`src/rtl/icache_if.sv`:
```
// Fetch/fill bus between the datapath + memory controller (master) and the instruction cache (slave).
interface icache_if;
    logic        imemREN;
    logic [31:0] imemaddr;
    logic        ihit;
    logic [31:0] imemload;
    logic        iwait;
    logic [31:0] iload;
    logic        iREN;
    logic [31:0] iaddr;

    modport master (
        output imemREN, imemaddr, iwait, iload,
        input  ihit, imemload, iREN, iaddr
    );

    modport slave (
        input  imemREN, imemaddr, iwait, iload,
        output ihit, imemload, iREN, iaddr
    );
endinterface

```
`src/rtl/icache.sv`:
```
// Direct-mapped read-only L1 instruction cache: combinational hit path,
// single-word fill on miss, saturating hit/miss counters.
module icache #(
    parameter int SETS = 16
) (
    input  logic        CLK,
    input  logic        nRST,
    icache_if.slave     bus,
    output logic [31:0] hit_count,
    output logic [31:0] miss_count
);
    localparam int IW = $clog2(SETS);
    localparam int TW = 30 - IW;

    typedef enum logic {IDLE, FILL} state_t;

    state_t          r_state, w_next;
    logic [SETS-1:0] r_valid;
    logic [TW-1:0]   r_tag  [SETS];
    logic [31:0]     r_data [SETS];
    logic [29:0]     r_miss_addr;
    logic [31:0]     r_hit_count, r_miss_count;

    logic [IW-1:0]   w_index, w_fill_index;
    logic [TW-1:0]   w_tag, w_fill_tag;
    logic            w_hit, w_fill_done, w_count_hit, w_start_fill;

    assign w_index      = bus.imemaddr[IW+1:2];
    assign w_tag        = bus.imemaddr[31:IW+2];
    assign w_fill_index = r_miss_addr[IW-1:0];
    assign w_fill_tag   = r_miss_addr[29:IW];
    assign w_hit        = bus.imemREN & r_valid[w_index] & (r_tag[w_index] == w_tag);

    always_comb begin
        w_next       = r_state;
        bus.ihit     = 1'b0;
        bus.imemload = 32'h0;
        bus.iREN     = 1'b0;
        bus.iaddr    = 32'h0;
        w_fill_done  = 1'b0;
        w_count_hit  = 1'b0;
        w_start_fill = 1'b0;
        case (r_state)
            IDLE: begin
                bus.ihit = w_hit;
                if (w_hit) begin
                    bus.imemload = r_data[w_index];
                    w_count_hit  = 1'b1;
                end else if (bus.imemREN) begin
                    w_start_fill = 1'b1;
                    w_next       = FILL;
                end
            end
            FILL: begin
                // The fill is never cancelled by a redirect; only reset abandons it.
                bus.iREN  = 1'b1;
                bus.iaddr = {r_miss_addr, 2'b00};
                if (!bus.iwait) begin
                    w_fill_done = 1'b1;
                    w_next      = IDLE;
                end
            end
            default: w_next = IDLE;
        endcase
    end

    always_ff @(posedge CLK or negedge nRST) begin
        if (!nRST) begin
            r_state      <= IDLE;
            r_valid      <= '0;
            r_miss_addr  <= '0;
            r_hit_count  <= '0;
            r_miss_count <= '0;
        end else begin
            r_state <= w_next;
            if (w_start_fill)
                r_miss_addr <= {w_tag, w_index};
            if (w_fill_done)
                r_valid[w_fill_index] <= 1'b1;
            if (w_count_hit && (r_hit_count != 32'hFFFF_FFFF))
                r_hit_count <= r_hit_count + 32'd1;
            if (w_fill_done && (r_miss_count != 32'hFFFF_FFFF))
                r_miss_count <= r_miss_count + 32'd1;
        end
    end

    // Tag/data arrays carry no reset; valid bits alone qualify them.
    always_ff @(posedge CLK) begin
        if (w_fill_done) begin
            r_tag[w_fill_index]  <= w_fill_tag;
            r_data[w_fill_index] <= bus.iload;
        end
    end

    assign hit_count  = r_hit_count;
    assign miss_count = r_miss_count;
endmodule

```
`src/flat_wrapper.sv`:
```
// flat-port wrapper written by rule: the top's interface ports become plain ports
module icache_flat 
#(
    parameter int SETS = 16
)
  (CLK, nRST, hit_count, miss_count, bus_imemREN, bus_imemaddr, bus_iwait, bus_iload, bus_ihit, bus_imemload, bus_iREN, bus_iaddr);
  icache_if bus_i ();
  input  logic CLK;
  input  logic nRST;
  output logic [31:0] hit_count;
  output logic [31:0] miss_count;
  input wire logic [$bits(bus_i.imemREN)-1:0] bus_imemREN;
  input wire logic [$bits(bus_i.imemaddr)-1:0] bus_imemaddr;
  input wire logic [$bits(bus_i.iwait)-1:0] bus_iwait;
  input wire logic [$bits(bus_i.iload)-1:0] bus_iload;
  output wire logic [$bits(bus_i.ihit)-1:0] bus_ihit;
  output wire logic [$bits(bus_i.imemload)-1:0] bus_imemload;
  output wire logic [$bits(bus_i.iREN)-1:0] bus_iREN;
  output wire logic [$bits(bus_i.iaddr)-1:0] bus_iaddr;
  assign bus_i.imemREN = bus_imemREN;
  assign bus_i.imemaddr = bus_imemaddr;
  assign bus_i.iwait = bus_iwait;
  assign bus_i.iload = bus_iload;
  assign bus_ihit = bus_i.ihit;
  assign bus_imemload = bus_i.imemload;
  assign bus_iREN = bus_i.iREN;
  assign bus_iaddr = bus_i.iaddr;
  icache #(.SETS(SETS)) u_core (.CLK(CLK), .nRST(nRST), .bus(bus_i), .hit_count(hit_count), .miss_count(miss_count));
endmodule
```
`config.mk`:
```
export PLATFORM = sky130hd
export DESIGN_NAME = icache_flat
export DESIGN_NICKNAME = d
export VERILOG_FILES = /design/src/rtl/icache_if.sv /design/src/rtl/icache.sv /design/src/flat_wrapper.sv
export SDC_FILE = /design/constraint.sdc
export NUM_CORES = 1
export LEC_CHECK = 0
export CORE_ASPECT_RATIO = 0.7
export CORE_MARGIN = 2
export CORE_UTILIZATION = 50
export CTS_CLUSTER_DIAMETER = 60
export DETAILED_ROUTE_END_ITERATION = 7
export PLACE_DENSITY = 0.65
export SYNTH_ARGS = -nofsm -noshare
export SYNTH_HDL_FRONTEND = slang
export SYNTH_SLANG_ARGS = --single-unit
```
`constraint.sdc`:
```
create_clock -name CLK -period 8.15 [get_ports CLK]
set_clock_uncertainty 0.15 [all_clocks]
set_input_delay 0.815 -clock CLK [delete_from_list [all_inputs] [get_ports CLK]]
set_output_delay 0.815 -clock CLK [all_outputs]
set_load 0.01 [all_outputs]
```
[Word-level counts from Yosys, hierarchy flattened]
Memories as Yosys holds them, arrays and structs flattened.
Cells that the tools add are included.
Cells by class
  add/subtract/negate cells: 2
  multiply operators: 0
  divide/modulo/power cells: 0
  order comparisons: 3
  equal/unequal tests: 3
  shifts and indexed selects: 0
  mux-type cells: 20
  bitwise operators: 4
  reduce and logical (&&, ||, !) cells: 3
Operator list (count)
  two-way mux 32 bit: 3
  adder 32 x 1 -> 32 bit (second input constant): 2
  != test 32 bit (second input constant): 2
  equality test 26 bit: 1
  OR 16 bit: 1
  two-way mux 1 bit: 14
  < comparator 4 x 5 -> 1 bit (second input constant): 2
  binary-select mux 1 bit (select 4 bit): 1
  demux 1 bit (select 4 bit): 1
  >= comparator 4 x 1 -> 1 bit (second input constant): 1
  logical AND 1 bit: 3
  bitwise AND 1 bit: 2
  case mux 1 bit (2 select lines): 1
  inverter 1 bit: 1
Storage, ports and cells
  bits in registers: 111
  bits in latches: 0
  bits in writable memories: 928
  bits in read-only memories: 0
  input bits: 68
  output and inout port bits: 130
  memories: 2
Memory list
  u_core.r_data: depth 16, width 32, rd ports 1, clocked after Yosys merged registers in 0, write ports 1, RTL line icache.sv:20  | logic [31:0] r_data [SETS];
  u_core.r_tag: depth 16, width 26, rd ports 1, clocked after Yosys merged registers in 0, write ports 1, RTL line icache.sv:19  | logic [TW-1:0] r_tag [SETS];

[Depth between registers and ports, before layout]
  depth in word-level cells: 7
  mapped depth: 15
  gate-level depth less buffers: 9

[Worst setup path before layout]
Ideal clock, no wire load.
  path type: input to register
  start point: input port bus_iwait
  end point: register u_core.r_valid[0]
  arrival: 5756 ps
  data required time: 7911 ps
  slack: 2155 ps
  stages on the path: 3
  cells stage by stage: or4_1 nor3_1 or2_2
On the way
  cells in the longest elaborated chain, start to end: 2
Ends and longest elaborated chain
  start: declaration: RTL line flat_wrapper.sv:14  | input wire logic [$bits(bus_i.iwait)-1:0] bus_iwait;
  two-way mux 1 bit: RTL line icache.sv:58  | if (!bus.iwait) begin
  two-way mux 1 bit: RTL line icache.sv:43  | case (r_state)
  end signal: assignment: RTL line icache.sv:70  | r_valid <= '0;
  end signal: indexed assignment: RTL line icache.sv:79  | r_valid[w_fill_index] <= 1'b1;
  end: declaration: RTL line icache.sv:18  | logic [SETS-1:0] r_valid;
Every way passes these cells.
A chain may end at the register's enable or synchronous reset.

[Final worst setup path]
  start point: input port bus_imemaddr[2]
  end point: output port bus_imemload[26]
On the way
  cells in the longest elaborated chain, start to end: 6
Ends and longest elaborated chain
  start: declaration: RTL line flat_wrapper.sv:13  | input wire logic [$bits(bus_i.imemaddr)-1:0] bus_imemaddr;
  parallel branches: the longest is 4 deep, another holds memory (16 x 26 bit)
  two-way mux 32 bit *: RTL line icache.sv:46  | if (w_hit) begin
  two-way mux 32 bit *: RTL line icache.sv:43
  end: declaration: RTL line flat_wrapper.sv:17  | output wire logic [$bits(bus_i.imemload)-1:0] bus_imemload;
Every way passes the cells marked *. The select of a mux whose other input is x is not followed.

==> flow_metrics.env <==
export IMPL_status="finished, violations left"
export IMPL_violations="DRC"
export IMPL_layout_commonest_cell="edfxtp_1"
export IMPL_async_flop_share_pct=10.7
export IMPL_synth_fa_ha_area_share_pct=0.0607
export IMPL_timing_final_ws_setup_ps=2030
export IMPL_clk_latency_ps=660
export IMPL_routed_wirelength_mm=94.1
export IMPL_cts_setup_buffers=0
export IMPL_synthCells=1987
export IMPL_io_pins=198
export IMPL_worst_ep_arrival_time_ps=5160
export IMPL_fmax_mhz=163
export IMPL_syn_area_um2=41200
export IMPL_viasPerCell=5.96
export IMPL_synthSimpleGateAreaFrac_pct=4.39
export IMPL_power_density_nw_per_um2=247
export IMPL_ys_types=64
export IMPL_detail_route_antenna_nets=0
export IMPL_layout_common_cells="edfxtp_1, mux4_2, clkdlybuf4s50_1, dfrtp_1, clkbuf_16"
export IMPL_clk_pin_slew_ps=60
export IMPL_r2r_slack_ps=3980
export IMPL_cts_tree="built"
export IMPL_crit_path_end_kind="output pin"
export IMPL_synth_top_family_by_area="multiplexers"
export IMPL_start_kind="input pin"
export IMPL_grt_pass1_vias=21000
export IMPL_cts_buffers=97
export IMPL_power_leakage_nw=15.8
export IMPL_ff_latch_area_um2=30600
export IMPL_die_w_um=347
export IMPL_portBuffers=193
export IMPL_synth_compound_area_share_pct=1.41
export IMPL_place_ws_ps=2060
export IMPL_cts_hold_buf=0
export IMPL_synth_top_area_cell="edfxtp_1"
export IMPL_finalNetCount=2300
export IMPL_ys_seq_elements=1039
export IMPL_fin_setup_tns_ps=0
export IMPL_yosysSeqAreaShare_pct=74.4
export IMPL_fin_crit_ps=6120
export IMPL_crit_type="in2out"
export IMPL_hp_class="in2async"
export IMPL_cts_resized_gates=0
export IMPL_drive_gt1_share_pct=23.4
export IMPL_rsz0062_at_grt="false"
export IMPL_synth_edff_count=928
export IMPL_drc_errors=1
export IMPL_overflow=0
export IMPL_ctsLongestPathBuffers=3
export IMPL_synthXorXnorAreaFrac_pct=1.93
export IMPL_root_buffer="clkbuf_16"
export IMPL_first_pass_iters=8
export IMPL_max_cap_violations=0
export IMPL_avgSynthCellArea_um2=20.7
export IMPL_synth_mux_area_share_pct=16.4
export IMPL_min_period_over_period_pct=75.1
export IMPL_initial_core_util_pct=50.2
export IMPL_ys_warn_count=0
export IMPL_grt_pass1_wl_mm=139
export IMPL_drv_slew=0
export IMPL_grt_max_degree=99
export IMPL_dp_final_hpwl_mm=50.3
export IMPL_ys_flop_type="edfxtp_1"
export IMPL_place_congestion=0.816
export IMPL_finalHoldViolations=0
export IMPL_die_h_um=244
export IMPL_peakVddDrop_mv=0.152
export IMPL_finalSetupViolations=0
export IMPL_fp_coreArea_um2=82000
export IMPL_antenna_found_initial=5
export IMPL_numClockSinks=1039
export IMPL_synth_top_area_share_pct=67.6
export IMPL_drtIter0Drc=2040
export IMPL_multi_input_area_um2=10100
export IMPL_cp_max_fo=67
export IMPL_wl_per_cell_um=27.7
export IMPL_worst_slew_pin_slew_ps=1070
export IMPL_synthTopCellsByArea="edfxtp_1, mux4_2, dfrtp_1, mux2i_1, xor2_1"
export IMPL_n_fill_cell=5915
export IMPL_num_rows=88
export IMPL_die_area_um2=84800
export IMPL_routed_via_count=20200
export IMPL_area_delta_synth_final_pct=15.7
export IMPL_track_usage_pct=22.5
export IMPL_worstPathRequired_ps=7180
export IMPL_relSlewSlack_pct=28.2
export IMPL_htreeDepth=3
## logic make-up (layout without fill, tap and decap cells)
| kind of cell | after synthesis | in the layout |
|---|---|---|
| xor+xnor | 91 | 91 |
| fa+ha+maj | 2 | 2 |
| other cells | 1 | 3 |
| simple gates | 310 | 310 |
| buf+inv | 113 | 437 |
| flops | 1039 | 1039 |
| mux | 353 | 353 |
| compound gates | 78 | 78 |
## registers in the layout, indices dropped and copies added (netlist names)
name                count
u_core.r_miss_addr     30
u_core.miss_count      32
u_core.r_valid         16
u_core.r_state          1
u_core.hit_count       32
u_core.r_tag          416
u_core.r_data         512
## cell usage after synthesis, drive strengths merged (5+ instances only)
library cell    n
a221oi         10
nor3           26
mux2           49
a211oi          7
edfxtp        928
nor2b          42
a22oi          10
nand2          44
or2            18
inv            16
nor4b           5
clkbuf         29
xor2           56
buf            68
a21oi          11
and3           14
dfrtp         111
nor2           42
xnor2          35
and2           39
nand2b          7
nand4           9
nor3b           8
mux4          244
nor4           18
nand3          25
mux2i          60
o22ai          10
o21ai           7
## stage by stage
step | cells | instance area, um2 | hold WS (ps) | utilization (%) | power, W
6_report | 3393 | 47700 | 35.5 | 58.1 | 0.0118
2_1_floorplan | 1988 | 41200 | 284 | - | 0.00689
3_5_place_dp | 3211 | 44500 | 298 | 54.2 | 0.00732
5_1_grt | 3392 | 47700 | 52.8 | 58.1 | 0.0121
3_3_place_gp | 3211 | 44500 | 295 | 54.2 | 0.00728
4_1_cts | 3392 | 47700 | 24.5 | 58.1 | 0.0119
## routing by layer
metal	part of all wire [%]	GRT usage, %	vias up
met1	44	32.6	10900
li1	-	-	8582
met2	48	35.8	620
met5	0.047	0	-
met3	6.5	4.21	115
met4	1.9	5.63	6
## final timing paths
kind | cells past startpoint | endpoint | startpoint
hold reg to reg | 1 | u_core.r_valid[6]$_DFFE_PN0P_ | u_core.r_valid[6]$_DFFE_PN0P_
setup reg to reg | 10 | u_core.r_miss_addr[19]$_DFFE_PN0P_ | u_core.r_tag[12][3]$_DFFE_PP_
min in group CLK | 1 | u_core.r_valid[6]$_DFFE_PN0P_ | u_core.r_valid[6]$_DFFE_PN0P_
hold / removal | 1 | u_core.r_miss_addr[8]$_DFFE_PN0P_ | nRST
setup / recovery | 11 | bus_imemload[26] | bus_imemaddr[2]
max in group asynchronous | 2 | u_core.hit_count[7]$_DFFE_PN0P_ | nRST
## layout make-up
class	instances	area share, %
antenna	1	0.00525
clock buffer	136	5.79
clock inverter	45	0.942
inverter	16	0.129
multi-input combinational	836	21.2
sequential	1039	64.3
tap	1080	2.83
timing repair buffer	240	4.85
## worst max-delay path, cell delays in order
cell	delay, ps
buf_8	530
mux4_2	590
mux2_2	290
o22ai_1	250
xnor2_1	230
nor4_1	760
and3b_1	350
nand4_4	110
buf_4	290
nor2b_1	200
clkdlybuf4s50_1	560
## report_power, final
part / total, W / internal (W) / switching (W)
combinational: 0.000875 / 0.000416 / 0.000459
clock: 0.00457 / 0.00265 / 0.00192
sequential: 0.00633 / 0.00612 / 0.000206
Power figures use the tool's default switching activity.
